[config.mk]
export PLATFORM = sky130hd
export DESIGN_NAME = dmc_memory_responder
export DESIGN_NICKNAME = d
export VERILOG_FILES = /design/src/rtl/dmc_memory_responder.sv
export SDC_FILE = /design/constraint.sdc
export NUM_CORES = 1
export LEC_CHECK = 0
export CAP_MARGIN = 30
export CORE_AREA = 5 5 310 312
export CTS_CLUSTER_DIAMETER = 60
export CTS_CLUSTER_SIZE = 28
export DETAILED_ROUTE_END_ITERATION = 6
export DIE_AREA = 0 0 315 317
export PLACE_DENSITY = 0.59
export SYNTH_ARGS = -nofsm -noshare
export SYNTH_HDL_FRONTEND = slang
export SYNTH_SLANG_ARGS = --single-unit
export TNS_END_PERCENT = 30
[constraint.sdc]
create_clock -name clk_i -period 4.1 [get_ports clk_i]
set_input_delay 1.025 -clock clk_i [delete_from_list [all_inputs] [get_ports clk_i]]
set_output_delay 1.025 -clock clk_i [all_outputs]
set_load 0.005 [all_outputs]
[src/rtl/dmc_memory_responder.sv]
// Memory-side responder for the direct-mapped cache controller: single-block and
// line-burst accesses against a local block store, with a programmable wait latency.
module dmc_memory_responder #(
  parameter int BLOCK_SIZE             = 4,
  parameter int NUM_OF_BLOCKS_PER_LINE = 2,
  parameter int ADDRESS_SIZE           = 16,
  parameter int MEM_DEPTH              = 256,
  parameter int LATENCY                = 3
) (
  input  logic                    clk_i,
  input  logic                    rst_n_i,
  input  logic                    read_i,
  input  logic                    write_i,
  input  logic                    line_i,
  input  logic [ADDRESS_SIZE-1:0] address_i,
  input  logic [BLOCK_SIZE-1:0]   data_i,
  output logic [BLOCK_SIZE-1:0]   data_o,
  output logic                    beat_o,
  output logic                    busy_o,
  output logic                    done_o,
  output logic                    error_o
);

  localparam int N   = NUM_OF_BLOCKS_PER_LINE;
  localparam int AW  = (MEM_DEPTH > 1) ? $clog2(MEM_DEPTH) : 1;
  localparam int LCW = (LATENCY > 0) ? $clog2(LATENCY + 1) : 1;
  localparam int BCW = (N > 1) ? $clog2(N) : 1;
  localparam logic [ADDRESS_SIZE-1:0] LINE_MASK   = ~ADDRESS_SIZE'(N - 1);
  localparam logic [ADDRESS_SIZE:0]   DEPTH_LIMIT = (ADDRESS_SIZE + 1)'(MEM_DEPTH);

  typedef enum logic [1:0] {IDLE, WAIT, XFER, DONE} state_t;

  state_t          state_reg, state_next;
  logic [LCW-1:0]  lat_cnt_reg, lat_cnt_next;
  logic [BCW-1:0]  beat_cnt_reg, beat_cnt_next;
  logic [AW-1:0]   start_reg, start_next;
  logic            line_reg, line_next;
  logic            write_reg, write_next;
  logic            error_reg, error_next;

  logic [BLOCK_SIZE-1:0] mem [MEM_DEPTH];

  logic [ADDRESS_SIZE-1:0] req_start;
  logic [ADDRESS_SIZE:0]   req_last;
  logic                    req_illegal;
  logic [AW-1:0]           beat_idx;
  logic [BCW-1:0]          last_beat;

  // The whole burst range is checked up front so an illegal burst never touches memory.
  assign req_start   = line_i ? (address_i & LINE_MASK) : address_i;
  assign req_last    = {1'b0, req_start} + (line_i ? (ADDRESS_SIZE + 1)'(N - 1) : '0);
  assign req_illegal = (read_i & write_i) | (req_last >= DEPTH_LIMIT);

  assign beat_idx  = start_reg + AW'(beat_cnt_reg);
  assign last_beat = line_reg ? BCW'(N - 1) : '0;

  always_ff @(posedge clk_i or negedge rst_n_i) begin
    if (!rst_n_i) begin
      state_reg    <= IDLE;
      lat_cnt_reg  <= '0;
      beat_cnt_reg <= '0;
      start_reg    <= '0;
      line_reg     <= 1'b0;
      write_reg    <= 1'b0;
      error_reg    <= 1'b0;
    end else begin
      state_reg    <= state_next;
      lat_cnt_reg  <= lat_cnt_next;
      beat_cnt_reg <= beat_cnt_next;
      start_reg    <= start_next;
      line_reg     <= line_next;
      write_reg    <= write_next;
      error_reg    <= error_next;
    end
  end

  always_comb begin
    state_next    = state_reg;
    lat_cnt_next  = lat_cnt_reg;
    beat_cnt_next = beat_cnt_reg;
    start_next    = start_reg;
    line_next     = line_reg;
    write_next    = write_reg;
    error_next    = error_reg;
    unique case (state_reg)
      // DONE is not busy, so it accepts a new request exactly like IDLE.
      IDLE, DONE: begin
        state_next = IDLE;
        if (read_i | write_i) begin
          write_next    = write_i;
          line_next     = line_i;
          start_next    = req_start[AW-1:0];
          beat_cnt_next = '0;
          lat_cnt_next  = LCW'(LATENCY);
          error_next    = req_illegal;
          if (req_illegal)       state_next = DONE;
          else if (LATENCY == 0) state_next = XFER;
          else                   state_next = WAIT;
        end
      end
      WAIT: begin
        lat_cnt_next = lat_cnt_reg - 1'b1;
        if (lat_cnt_reg == LCW'(1)) state_next = XFER;
      end
      XFER: begin
        if (beat_cnt_reg == last_beat) state_next = DONE;
        else                           beat_cnt_next = beat_cnt_reg + 1'b1;
      end
      default: state_next = IDLE;
    endcase
  end

  // Memory is deliberately left out of reset; contents survive an aborted request.
  always_ff @(posedge clk_i) begin
    if (state_reg == XFER && write_reg) mem[beat_idx] <= data_i;
  end

  assign beat_o  = (state_reg == XFER);
  assign busy_o  = (state_reg == WAIT) || (state_reg == XFER);
  assign done_o  = (state_reg == DONE);
  assign error_o = (state_reg == DONE) && error_reg;
  assign data_o  = (state_reg == XFER && !write_reg) ? mem[beat_idx] : '0;

endmodule

==> impl_summary.txt <==
----------------------------------------------------
[Placement]
  Final estimated routing congestion in global placement ... between 0.9 and 1
  Placed inst area ... roughly 0.045 mm²
  Number of instances in the placed design ... about 3.4k
  Port buffer count ... 32
  Setup slack after placement ... -0.916 ns
  HPWL after detailed placement ... roughly 67000 µm

[Critical path]
  Startpoint of the most critical setup path ... start_reg[0]
  Critical register-to-register path startpoint ... beat_cnt_reg
  Worst Path Arrival ... just under 4 ns
  Worst setup SP type ... register
  Crit path buffers/inverters ... 6
  Max stage delay cell, worst path ... mux4_2
  Maximum net fanout on the critical path ... 6
  Critical Path Stages ... 14
  Worst r2r dst ... mem[140][0]
  Capturing element type of the critical path ... output pin
  Worst EP required ... 3.07 ns
  Reg-to-reg setup timing slack ... roughly 0.21 ns
  Crit Path Category ... register to output pin
  Delay of the slowest cell on the worst path ... between 0.5 and 0.6 ns
  Top delay family on crit path ... buffers and inverters
  Length in cells of the worst reg-to-reg path ... 11
  Dominant cell type by count on the critical path ... buf_4
  Endpoint of the worst setup timing path ... data_o[2]
  Chain of cells forming the critical path ... ha_4 -> buf_12 -> buf_16 -> buf_4 -> buf_4 -> mux4_2 -> nand2_2 -> mux2i_1 -> nor4_1 -> buf_4 -> a2111o_1 -> a31oi_1 -> or3_4 -> buf_6

[Timing]
  Final setup TNS ... -3.03 ns
  Final worst slack ... -0.779 ns
  Worst setup skew after layout ... between 0.02 and 0.03 ns
  Slew at the pin closest to its max-slew limit ... 0.849 ns
  Highest Clock Rate ... around 200 MHz
  Minimum clock period ... a little under 5 ns
  Final setup vio count ... 4
  Crit share post-route ... 1.19
  Hold Fails Final Rpt ... 0
  Minimum hold slack ... 0.499 ns
  Normalized max-slew margin ... 0.429
  Number of max-slew violations in the final report ... 0
  Unrepaired setup endpoints after global routing ... yes

[Logic synthesis]
  Count of different cell masters after synthesis ... 54
  EDFF count, synth ... roughly 1k
  Synth warnings ... 0
  Largest family of logic cells by synthesized area ... multiplexers
  Sequential area share after synthesis ... 0.751
  Syn_area_per_cell ... 20.4 µm²
  Share of synthesized area spent on multiplexers ... 0.173
  Synthesized net count ... just over 2k
  Parity-gate share of the synthesized area counting xor and xnor cells ... 0.00314
  Compound-cell area share of the yosys netlist ... 0.0119
  Combined area of all synthesized cells ... between 0.04 and 0.05 mm²
  Register bit count reported by yosys ... 1040
  Most used flip-flop cell after synthesis ... edfxtp_1
  Share of synthesized registers carrying an async set or reset ... 0.0154
  Number of instances in the synthesized netlist ... around 2k
  Synthesized-area fraction occupied by and/or/nand/nor cells ... 0.0424
  Arithmetic-cell share of the synthesized area counting full adders, half adders and majority gates ... 0.00211

[Route]
  Total wire length after detailed routing ... approximately 100000 µm
  Detailed Route Iter0 Violations ... 2281
  Vias per std cell ... 5.87
  Detailed-routing iteration count for the pre-antenna-repair pass ... 5
  Number of remaining DRC errors ... 0
  Number of vias in the routed layout ... about 21k
  Number of nets with antenna violations after detailed routing ... 0
  Routed length per placed instance ... slightly below 30 µm

[Min path]
  HP Class ... register to register

[GRT]
  Total overflow reported by the global router ... 0
  Vias in the first global route ... 21.8k
  First-pass GRT wire length ... about 150000 µm
  Aggregate global-route resource usage ... 0.211
  Antenna violations before repair ... 0
  Largest net degree at the start of global routing ... approximately 100

[Status]
  Run status ... finished with violations
  Violated checks ... negative setup slack

[Finish]
  Share of post-route cells with drive strength above 1 ... 0.327
  Area growth from synthesis to layout ... 16.6%
  Post-route standard cell area excluding fillers ... between 0.04 and 0.05 mm²
  Commonest non-fill, non-tap cells in the layout ... edfxtp_1, mux4_2, nor2_1, buf_4, clkbuf_16
  Most common cell after layout, fill and taps aside ... edfxtp_1
  Number of flip-flops under the largest register name ... between 1k and 1.5k
  Number of nets in the layout ... roughly 2.3k
  Count of placed standard cells in the final layout, fillers left out ... about 3.6k
  Final Util ... 0.521

[Power and ir drop]
  Max rail drop VDD ... 0.365 mV
  P_leak ... 15.1 nW
  Sum of internal, switching and leakage power ... 34.6 mW
  Power per standard cell area ... between 700 and 800 mW/mm²

[Clock tree]
  CTS tree ... yes
  Number of clock sinks ... 1040
  Clk buf depth ... 3
  Clock network latency to the later pin of the worst-skew pair ... a little over 0.6 ns
  Clock edge transition at the registers on the reported setup and hold paths ... around 0.09 ns
  H-tree depth ... 3
  Clk root buf ... clkbuf_16
  Number of buffers inserted during clock tree synthesis ... 68

[Die]
  Width of the die ... 315 µm
  Height of the chip ... about 320 µm
  Starting density of the core ... 0.447
  Die ar. ... about 0.10 mm²
  Number of top-level pins ... 33
  Placeable core area ... 0.0928 mm²
  Row cnt ... ~110

[Job]
  Reported max-cap violation count ... 0

----------------------------------------------------
worst min-delay path: cells and delay by family, from the launching register on:
kind	cells	cell delay, ns
AOI/OAI and AO/OA	1	0.07
DFF	1	0.35
and+or+nand+nor	1	0.04
Yosys cell counts (all sizes together) (2+ instances only):
cell type,count,area [µm²]
edfxtp,1024,30700
mux4,306,6890
nor2,295,1110
buf,85,508
nand2,67,251
clkbuf,39,146
nand3,29,145
dfrtp,16,400
o21ai,16,80.1
mux2i,15,150
a21oi,13,65.1
inv,10,37.5
mux2,10,113
nor3,9,45.0
nand4,8,50.1
xnor2,8,77.6
ha,7,87.6
a22oi,6,45.0
xor2,6,52.6
nor4,5,31.3
o211ai,4,30.0
o22a,4,35.0
or4,4,30.0
a32o,3,30.0
a32oi,3,26.3
and2,3,18.8
and4,3,26.3
a2111oi,2,17.5
a211oi,2,15.0
a21boi,2,15.0
a31oi,2,12.5
nand2b,2,12.5
o2111ai,2,17.5
o22ai,2,12.5
or3,2,12.5
cell families after synthesis:
| group | count (synthesis) |
|---|---|
| and+or+nand+nor | 431 |
| other | 1 |
| DFF | 1040 |
| AOI/OAI and AO/OA | 70 |
| xor gates and xnor gates | 14 |
| buffers and inverters | 134 |
| muxes | 331 |
| adders and majority gates | 7 |
worst min path at each step:
stage / cells after the start / startpoint / endpoint / slack, ns
floorplan: 2 / error_reg / error_reg / 0.44
global placement: 2 / error_reg / error_reg / 0.47
detailed placement: 2 / error_reg / error_reg / 0.48
CTS: 2 / error_reg / error_reg / 0.50
global route: 1 / lat_cnt_reg[0] / lat_cnt_reg[0] / 0.54
finish: 2 / error_reg / error_reg / 0.50
per-layer routing:
| layer | global-route usage | vias to the layer above | share of wire | wire (µm) |
|---|---|---|---|---|
| li1 | - | 8795 | - | - |
| met1 | 0.299 | 11300 | 0.40 | 41900 |
| met2 | 0.345 | 912 | 0.49 | 51000 |
| met3 | 0.0349 | 154 | 0.079 | 8280 |
| met4 | 0.0583 | 0 | 0.029 | 2980 |
| met5 | 0 | - | 0 | 0 |
where the power goes:
group	total, mW	leakage [nW]	switching (mW)	internal, mW
clock	7.62	1.20	4.01	3.61
combinational	15.0	4.57	7.32	7.70
sequential	11.9	9.38	0.114	11.8
total	34.6	15.1	11.4	23.1
what timing repair did:
item,4_1_cts,5_1_grt
gates cloned,8,0
hold buffers,0,0
pin swaps,20,14
endpoints found under the hold margin,0,0
setup buffers,36,14
setup endpoints to repair,4,4
gates resized for setup,76,16
area by class of cell:
| class | count | area [µm²] |
|---|---|---|
| multi-input combinational | 854 | 9910 |
| fill | 7298 | 44400 |
| clock buffer | 72 | 1760 |
| clock inverter | 53 | 719 |
| timing repair buffer | 311 | 3210 |
| tap | 1254 | 1570 |
| sequential | 1040 | 31100 |
| inverter | 10 | 37.5 |
| antenna | 1 | 2.50 |
Power figures use the tool's default switching activity.
